## config.mk

```make
export PLATFORM = sky130hd
export DESIGN_NAME = lorenz_plotter_flat
export DESIGN_NICKNAME = d
export VERILOG_FILES = /design/src/rtl/lorenz_plotter_if.sv /design/src/rtl/lorenz_plotter.sv /design/src/flat_wrapper.sv
export SDC_FILE = /design/constraint.sdc
export NUM_CORES = 1
export LEC_CHECK = 0
export CAP_MARGIN = 20
export CORE_MARGIN = 5
export CORE_UTILIZATION = 45
export CTS_BUF_LIST = sky130_fd_sc_hd__clkbuf_2 sky130_fd_sc_hd__clkbuf_4 sky130_fd_sc_hd__clkbuf_8
export DETAILED_ROUTE_END_ITERATION = 7
export PLACE_DENSITY = 0.9
export REMOVE_ABC_BUFFERS = 1
export SETUP_SLACK_MARGIN = 0.5
export SKIP_CTS_REPAIR_TIMING = 1
export SLEW_MARGIN = 5
export SYNTH_ARGS = -nofsm -noshare
export SYNTH_HDL_FRONTEND = slang
export SYNTH_SLANG_ARGS = --single-unit
```

## constraint.sdc

```tcl
create_clock -name clk -period 2.15 [get_ports clk]
set_input_delay 0.43 -clock clk [delete_from_list [all_inputs] [get_ports clk]]
set_output_delay 0.43 -clock clk [all_outputs]
set_load 0.01 [all_outputs]
```

## src/rtl/lorenz_plotter_if.sv

```systemverilog
// rtl/lorenz_plotter_if.sv - pixel write bus between the Lorenz plotter and the framebuffer writer
interface lorenz_plotter_if;
  logic       pix_req;
  logic       pix_ack;
  logic [9:0] pix_x;
  logic [8:0] pix_y;
  logic [7:0] pix_color;

  modport master (output pix_req, output pix_x, output pix_y, output pix_color, input pix_ack);
  modport slave  (input pix_req, input pix_x, input pix_y, input pix_color, output pix_ack);
endinterface

```

## src/rtl/lorenz_plotter.sv

```systemverilog
// rtl/lorenz_plotter.sv - paces the Lorenz solver and plots x/z and y/z panels to the framebuffer
// Optional feature macro: LORENZ_PLOT_CLEAR_EN (blank all 640x480 pixels after every reset).
module lorenz_plotter #(
  parameter int         WIDTH    = 27,
  parameter int         FRAC     = 20,
  parameter int         SCALE_SH = 2,
  parameter int         STEP_DIV = 1024,
  parameter int         ROW_BASE = 440,
  parameter logic [7:0] COLOR_A  = 8'hE0,
  parameter logic [7:0] COLOR_B  = 8'h1C
) (
  input  logic                    clk,
  input  logic                    reset,
  input  logic                    run,
  input  logic signed [WIDTH-1:0] x,
  input  logic signed [WIDTH-1:0] y,
  input  logic signed [WIDTH-1:0] z,
  output logic                    solver_step,
  lorenz_plotter_if.master        pix,
  output logic                    busy,
  output logic [31:0]             sample_count,
  output logic [15:0]             clip_count
);
  localparam int SH    = FRAC - SCALE_SH;
  localparam int PW    = WIDTH + 2;
  localparam int DIV_W = (STEP_DIV > 1) ? $clog2(STEP_DIV) : 1;
  localparam logic [DIV_W-1:0] DIV_RELOAD = DIV_W'(STEP_DIV - 1);

  // Screen limits widened to the projection width so clipping compares signed, before truncation.
  localparam logic signed [PW-1:0] L_0   = '0;
  localparam logic signed [PW-1:0] L_160 = PW'(160);
  localparam logic signed [PW-1:0] L_319 = PW'(319);
  localparam logic signed [PW-1:0] L_320 = PW'(320);
  localparam logic signed [PW-1:0] L_479 = PW'(479);
  localparam logic signed [PW-1:0] L_480 = PW'(480);
  localparam logic signed [PW-1:0] L_639 = PW'(639);
  localparam logic signed [PW-1:0] L_ROW = PW'(ROW_BASE);

  typedef enum logic [2:0] {
    S_IDLE,
    S_WAIT,
    S_STEP,
    S_SAMPLE,
    S_PROJ,
    S_WR_A,
    S_WR_B
`ifdef LORENZ_PLOT_CLEAR_EN
    , S_CLEAR
`endif
  } state_t;

`ifdef LORENZ_PLOT_CLEAR_EN
  localparam state_t RESET_STATE = S_CLEAR;
`else
  localparam state_t RESET_STATE = S_IDLE;
`endif

  state_t                  state_q, state_d;
  logic [DIV_W-1:0]        div_q, div_d;
  logic                    step_q, step_d;
  logic                    req_q, req_d;
  logic [9:0]              pix_x_q, pix_x_d;
  logic [8:0]              pix_y_q, pix_y_d;
  logic [7:0]              pix_color_q, pix_color_d;
  logic signed [WIDTH-1:0] xs_q, xs_d, ys_q, ys_d, zs_q, zs_d;
  logic                    clip_a_q, clip_a_d, clip_b_q, clip_b_d;
  logic [9:0]              col_b_q, col_b_d;
  logic [8:0]              row_q, row_d;
  logic                    busy_q, busy_d;
  logic [31:0]             sample_count_q, sample_count_d;
  logic [15:0]             clip_count_q, clip_count_d;
  logic                    clip_inc;

  logic signed [WIDTH-1:0] sx, sy, sz;
  logic signed [PW-1:0]    col_a, col_b, row;
  logic                    row_out, clip_a, clip_b;

  // Project the registered sample onto both panels and decide clipping.
  always_comb begin
    sx      = xs_q >>> SH;
    sy      = ys_q >>> SH;
    sz      = zs_q >>> SH;
    col_a   = L_160 + PW'(sx);
    col_b   = L_480 + PW'(sy);
    row     = L_ROW - PW'(sz);
    row_out = (row < L_0) || (row > L_479);
    clip_a  = row_out || (col_a < L_0) || (col_a > L_319);
    clip_b  = row_out || (col_b < L_320) || (col_b > L_639);
  end

  // Next-state logic: step pacing, sampling, and the two-panel write handshake.
  always_comb begin
    state_d        = state_q;
    div_d          = div_q;
    step_d         = 1'b0;
    req_d          = req_q;
    pix_x_d        = pix_x_q;
    pix_y_d        = pix_y_q;
    pix_color_d    = pix_color_q;
    xs_d           = xs_q;
    ys_d           = ys_q;
    zs_d           = zs_q;
    clip_a_d       = clip_a_q;
    clip_b_d       = clip_b_q;
    col_b_d        = col_b_q;
    row_d          = row_q;
    sample_count_d = sample_count_q;
    clip_inc       = 1'b0;

    case (state_q)
      S_IDLE: begin
        if (run) state_d = S_WAIT;
      end
      S_WAIT: begin
        if (!run) begin
          state_d = S_IDLE;
          div_d   = DIV_RELOAD;
        end else if (div_q == '0) begin
          state_d = S_STEP;
          div_d   = DIV_RELOAD;
          step_d  = 1'b1;
        end else begin
          div_d = div_q - 1'b1;
        end
      end
      S_STEP: begin
        state_d = S_SAMPLE;
      end
      S_SAMPLE: begin
        xs_d           = x;
        ys_d           = y;
        zs_d           = z;
        sample_count_d = sample_count_q + 32'd1;
        state_d        = S_PROJ;
      end
      S_PROJ: begin
        // Panel A's request rises straight out of PROJ so an unclipped A costs no extra cycle.
        clip_a_d = clip_a;
        clip_b_d = clip_b;
        col_b_d  = col_b[9:0];
        row_d    = row[8:0];
        state_d  = S_WR_A;
        if (!clip_a) begin
          req_d       = 1'b1;
          pix_x_d     = col_a[9:0];
          pix_y_d     = row[8:0];
          pix_color_d = COLOR_A;
        end
      end
      S_WR_A: begin
        if (clip_a_q) begin
          // No A write happened, so B may request immediately without a low gap.
          clip_inc = 1'b1;
          state_d  = S_WR_B;
          if (!clip_b_q) begin
            req_d       = 1'b1;
            pix_x_d     = col_b_q;
            pix_y_d     = row_q;
            pix_color_d = COLOR_B;
          end
        end else if (pix.pix_ack) begin
          req_d   = 1'b0;
          state_d = S_WR_B;
        end
      end
      S_WR_B: begin
        if (clip_b_q) begin
          clip_inc = 1'b1;
          state_d  = run ? S_WAIT : S_IDLE;
        end else if (!req_q) begin
          // First WR_B cycle after an accepted A write: the mandatory req-low gap.
          req_d       = 1'b1;
          pix_x_d     = col_b_q;
          pix_y_d     = row_q;
          pix_color_d = COLOR_B;
        end else if (pix.pix_ack) begin
          req_d   = 1'b0;
          state_d = run ? S_WAIT : S_IDLE;
        end
      end
`ifdef LORENZ_PLOT_CLEAR_EN
      S_CLEAR: begin
        // Sweep position lives in the pixel address registers; x advances fastest.
        if (!req_q) begin
          req_d       = 1'b1;
          pix_color_d = 8'h00;
        end else if (pix.pix_ack) begin
          req_d = 1'b0;
          if (pix_x_q == 10'd639) begin
            pix_x_d = 10'd0;
            if (pix_y_q == 9'd479) state_d = S_IDLE;
            else                   pix_y_d = pix_y_q + 9'd1;
          end else begin
            pix_x_d = pix_x_q + 10'd1;
          end
        end
      end
`endif
      default: state_d = S_IDLE;
    endcase

    clip_count_d = clip_count_q;
    if (clip_inc && (clip_count_q != 16'hFFFF)) clip_count_d = clip_count_q + 16'd1;
    busy_d = (state_d != S_IDLE);
  end

  // State and registered outputs; reset wins in every state and drops any in-flight request.
  always_ff @(posedge clk) begin
    if (!reset) begin
      state_q        <= RESET_STATE;
      div_q          <= DIV_RELOAD;
      step_q         <= 1'b0;
      req_q          <= 1'b0;
      pix_x_q        <= '0;
      pix_y_q        <= '0;
      pix_color_q    <= '0;
      xs_q           <= '0;
      ys_q           <= '0;
      zs_q           <= '0;
      clip_a_q       <= 1'b0;
      clip_b_q       <= 1'b0;
      col_b_q        <= '0;
      row_q          <= '0;
      busy_q         <= 1'b0;
      sample_count_q <= '0;
      clip_count_q   <= '0;
    end else begin
      state_q        <= state_d;
      div_q          <= div_d;
      step_q         <= step_d;
      req_q          <= req_d;
      pix_x_q        <= pix_x_d;
      pix_y_q        <= pix_y_d;
      pix_color_q    <= pix_color_d;
      xs_q           <= xs_d;
      ys_q           <= ys_d;
      zs_q           <= zs_d;
      clip_a_q       <= clip_a_d;
      clip_b_q       <= clip_b_d;
      col_b_q        <= col_b_d;
      row_q          <= row_d;
      busy_q         <= busy_d;
      sample_count_q <= sample_count_d;
      clip_count_q   <= clip_count_d;
    end
  end

  assign solver_step   = step_q;
  assign pix.pix_req   = req_q;
  assign pix.pix_x     = pix_x_q;
  assign pix.pix_y     = pix_y_q;
  assign pix.pix_color = pix_color_q;
  assign busy          = busy_q;
  assign sample_count  = sample_count_q;
  assign clip_count    = clip_count_q;
endmodule

```

## src/flat_wrapper.sv

```systemverilog
// flat-port wrapper written by rule: the top's interface ports become plain ports
module lorenz_plotter_flat 
#(
  parameter int         WIDTH    = 27,
  parameter int         FRAC     = 20,
  parameter int         SCALE_SH = 2,
  parameter int         STEP_DIV = 1024,
  parameter int         ROW_BASE = 440,
  parameter logic [7:0] COLOR_A  = 8'hE0,
  parameter logic [7:0] COLOR_B  = 8'h1C
)
  (clk, reset, run, x, y, z, solver_step, busy, sample_count, clip_count, pix_pix_req, pix_pix_x, pix_pix_y, pix_pix_color, pix_pix_ack);
  lorenz_plotter_if pix_i ();
  input  logic clk;
  input  logic reset;
  input  logic run;
  input  logic signed [WIDTH-1:0] x;
  input  logic signed [WIDTH-1:0] y;
  input  logic signed [WIDTH-1:0] z;
  output logic solver_step;
  output logic busy;
  output logic [31:0] sample_count;
  output logic [15:0] clip_count;
  output wire logic [$bits(pix_i.pix_req)-1:0] pix_pix_req;
  output wire logic [$bits(pix_i.pix_x)-1:0] pix_pix_x;
  output wire logic [$bits(pix_i.pix_y)-1:0] pix_pix_y;
  output wire logic [$bits(pix_i.pix_color)-1:0] pix_pix_color;
  input wire logic [$bits(pix_i.pix_ack)-1:0] pix_pix_ack;
  assign pix_pix_req = pix_i.pix_req;
  assign pix_pix_x = pix_i.pix_x;
  assign pix_pix_y = pix_i.pix_y;
  assign pix_pix_color = pix_i.pix_color;
  assign pix_i.pix_ack = pix_pix_ack;
  lorenz_plotter #(.WIDTH(WIDTH), .FRAC(FRAC), .SCALE_SH(SCALE_SH), .STEP_DIV(STEP_DIV), .ROW_BASE(ROW_BASE), .COLOR_A(COLOR_A), .COLOR_B(COLOR_B)) u_core (.clk(clk), .reset(reset), .run(run), .x(x), .y(y), .z(z), .solver_step(solver_step), .pix(pix_i), .busy(busy), .sample_count(sample_count), .clip_count(clip_count));
endmodule
```

==> impl_metrics.ini, run 1 <==
[timing]
setup_viol = 1
period_needed_ns = 2.179
rsz0062_at_grt = yes
skew_ns = 0.009891
final.setup.tns_ns = -0.02949
setup_ws_ns = -0.02949
drv_slew = 0
hold_violations = 0
max_freq_ghz = 0.4588
finalCritPeriodShare_pct = 101.4

[clocking]
ctsRootBufferMaster = clkbuf_8
clock_sinks = 133
cts_tree = yes
cts_made_buffers = 17
clock_latency_ns = 0.46
cts_buffer_depth = 2
clk_pin_slew_worst_paths_ns = 0.07
htreeDepth = 4

[setup_path]
cp_max_fo = 9
worstPathArrival_ns = 2.51
cp_slowest_cell = a211o_4
reg2reg_depth = 8
reg2reg_slack_ns = -0.03
cp.depth = 8
path_buf_inv = 2
cp_cell_sequence = buf_4, o311ai_4, xor2_2, o22ai_4, buf_6, a211o_4, a21oi_1, a311oi_2
critPathLaunchType = flip-flop
critPathLaunch = u_core.zs_q[18]
endpoint = u_core.pix.pix_y[1]
worstSetupPathType = flip-flop to flip-flop
critPathCaptureType = flip-flop
critPathRequiredTime_ns = 2.48
worstReg2RegEnd = u_core.pix.pix_y[1]
slowest_delay_ns = 0.40
rr_startpoint = u_core.zs_q[18]
crit_family = compound AO/OA/AOI/OAI gates

[global_routing]
grt_pass1_vias = 5136
grt_first_pass_wirelength_um = 24630
antenna_found_initial = 0
grt.total_usage_pct = 18.54
grt_max_degree = 49
grt.overflow.total = 0

[status]
status = finished, violations left
violations = negative setup slack

[die]
dieArea_mm2 = 0.01612
ios = 163
die_w_um = 127.0
die_height_um = 127.0
start_util_pct = 46.11
core_mm2 = 0.01335
row_count = 42

[finish]
drive_gt1_share_pct = 26.80
antenna_cells = 0
nNetsFinal = 999
instances_no_fill = 1094
syn_to_final_growth_pct = 48.26
fillers = 982

[run]
drv_cap = 0

[detailed_routing]
drtIter0Drc = 567
drcViolationCount = 0
via_count = 6004
routed_via_density = 5.488
wl_um = 18920
avgRoutedWirePerCell_um = 17.29
drtPass1Iterations = 5
ant_nets = 0

[synthesis]
ys_seq_area_share_pct = 43.26
syn_inst = 745
ys_types = 64
syn_area_per_cell_um2 = 8.261
syn-cell-area_mm2 = 0.006155
synthFlopType = dfxtp_1
synth_warnings = 0
synth-seq-cells = 133
async_reset_ff_share_pct = 0
synth-edff-count = 0

[power]
p_per_area_mw_per_mm2 = 530.1
p_total_mw = 4.837
p_leak_nw = 4.572
irDropWorstVdd_mv = 0.3834

[placed_design]
port_buffers = 106
dp_hpwl_um = 10640
place_congestion = 0.8679
place_inst = 1024

[min_path]
hp-class = flip-flop to flip-flop
## synth_stat cells (all sizes together) (2+ instances only)
cell	instances	share of area, %
and3	9	0.91
and4	10	1.4
nand3b	3	0.37
nor2b	4	0.41
or3	7	0.79
or2	3	0.30
o21ai	22	1.8
o21a	2	0.24
o211ai	7	0.94
dfxtp	133	43
a21boi	4	0.49
nand2b	5	0.51
o311ai	2	0.41
nand2	148	9.0
o2111ai	2	0.28
nor3b	4	0.57
nor2	68	4.3
a21o	4	0.49
ha	9	1.8
a211oi	9	1.3
nor4	5	0.51
nor3	15	1.2
a21oi	69	5.7
and2	8	0.81
nand3	29	2.4
o41ai	3	0.55
mux2i	5	0.81
xnor2	32	4.6
nand4	11	1.1
xor2	26	3.8
inv	14	0.85
buf	16	1.7
clkbuf	30	1.8
a311oi	14	2.6
## cells by family (layout without fill, tap and decap cells)
group / Yosys count / after routing / share of synthesized area (%)
compound gates: 145 / 146 / 15.86
xor+xnor: 58 / 58 / 8.376
fa+ha+maj: 9 / 9 / 1.830
buf+inv: 61 / 232 / 4.472
flops: 133 / 133 / 43.26
mux: 5 / 5 / 0.8132
other cells: 1 / 2 / 0.06093
simple gates: 333 / 333 / 25.33
## worst register-to-register path: stages, from the launching register on
cell	delay (ns)
dfxtp_2	0.34
buf_4	0.17
o311ai_4	0.32
xor2_2	0.25
o22ai_4	0.13
buf_6	0.14
a211o_4	0.40
a21oi_1	0.22
a311oi_2	0.08
## metrics by stage
step / hold WS (ns) / cell area [um^2] / utilization (%) / worst slack [ns]
global route: 0.4822 / 9125 / 68.36 / -0.04762
finish: 0.4558 / 9125 / 68.36 / -0.02949
floorplan: 0.4357 / 5939 / - / -0.9916
CTS: 0.4562 / 8004 / 59.96 / -0.1343
global placement: 0.4376 / 7575 / 56.75 / 0.02743
detailed placement: 0.4465 / 7575 / 56.75 / -0.05721
## per-layer routing
layer	vias to the layer above	global-route usage, %	wire [um]
li1	2882	-	-
met1	2842	23.28	7518
met2	216	30.39	9631
met3	64	4.245	1046
met4	0	8.328	722
met5	-	0	0
## flip-flops by register name (all words and copies together) (netlist names), 10 cells and up
| register | flops |
|---|---|
| u_core.col_b_q | 10 |
| u_core.pix.pix_x | 10 |
| u_core.clip_count | 16 |
| u_core.sample_count | 32 |
| u_core.div_q | 10 |
## cells in the final DEF, fill, tap and decap left out, types with 8 or more instances in the layout
cell             netlist  routed
nand2_1              148     147
dfxtp_1              133      88
dlymetal6s2s_1         0      76
a21oi_1               68      64
nor2_1                67      63
buf_4                  7      58
clkdlybuf4s50_1        0      30
dfxtp_2                0      30
xnor2_1               32      28
xor2_1                25      25
clkbuf_8               0      24
nand3_1               28      18
o21ai_0               19      18
buf_6                  2      17
dfxtp_4                0      15
nand4_1               11      11
inv_1                 14      10
nand3_2                1      10
a311oi_2               6       9
and3_1                 9       8
and2_1                 8       8
nor3_1                15       8
## area by class of cell
class	count	area, um^2	area share (%)
well taps	176	220.2	2.413
clock inverters	7	91.34	1.001
multi-input cells	553	3699	40.53
flip-flops and latches	133	2756	30.21
inverters	15	57.56	0.6307
clock buffers	25	337.8	3.702
repair buffers	185	1963	21.51
## where the power goes
group | switching [mW] | internal (mW)
Sequential | 0.00369 | 2.45
Clock | 0.964 | 1.26
Combinational | 0.0803 | 0.0850
Total | 1.05 | 3.79
## worst min path at each step
stage	startpoint	end	slack [ns]	depth (start not counted)
floorplan	u_core.row_q[8]	u_core.row_q[8]	0.44	2
global placement	u_core.pix.pix_y[7]	u_core.pix.pix_y[7]	0.44	2
detailed placement	u_core.col_b_q[2]	u_core.col_b_q[2]	0.45	2
CTS	u_core.col_b_q[2]	u_core.col_b_q[2]	0.46	2
global route	u_core.col_b_q[2]	u_core.col_b_q[2]	0.48	2
finish	u_core.col_b_q[2]	u_core.col_b_q[2]	0.46	2
(Power assumes the default switching activity.)
==> run 2, diff against run 1 <==
--- a/config.mk
+++ b/config.mk
@@ -10,6 +10,7 @@
 export CORE_UTILIZATION = 45
 export CTS_BUF_LIST = sky130_fd_sc_hd__clkbuf_2 sky130_fd_sc_hd__clkbuf_4 sky130_fd_sc_hd__clkbuf_8
 export DETAILED_ROUTE_END_ITERATION = 7
+export HOLD_SLACK_MARGIN = 0.02
 export PLACE_DENSITY = 0.9
 export REMOVE_ABC_BUFFERS = 1
 export SETUP_SLACK_MARGIN = 0.5
==> results of run 2 <==
Final layout, timing and power as in run 1 (identical DEF).
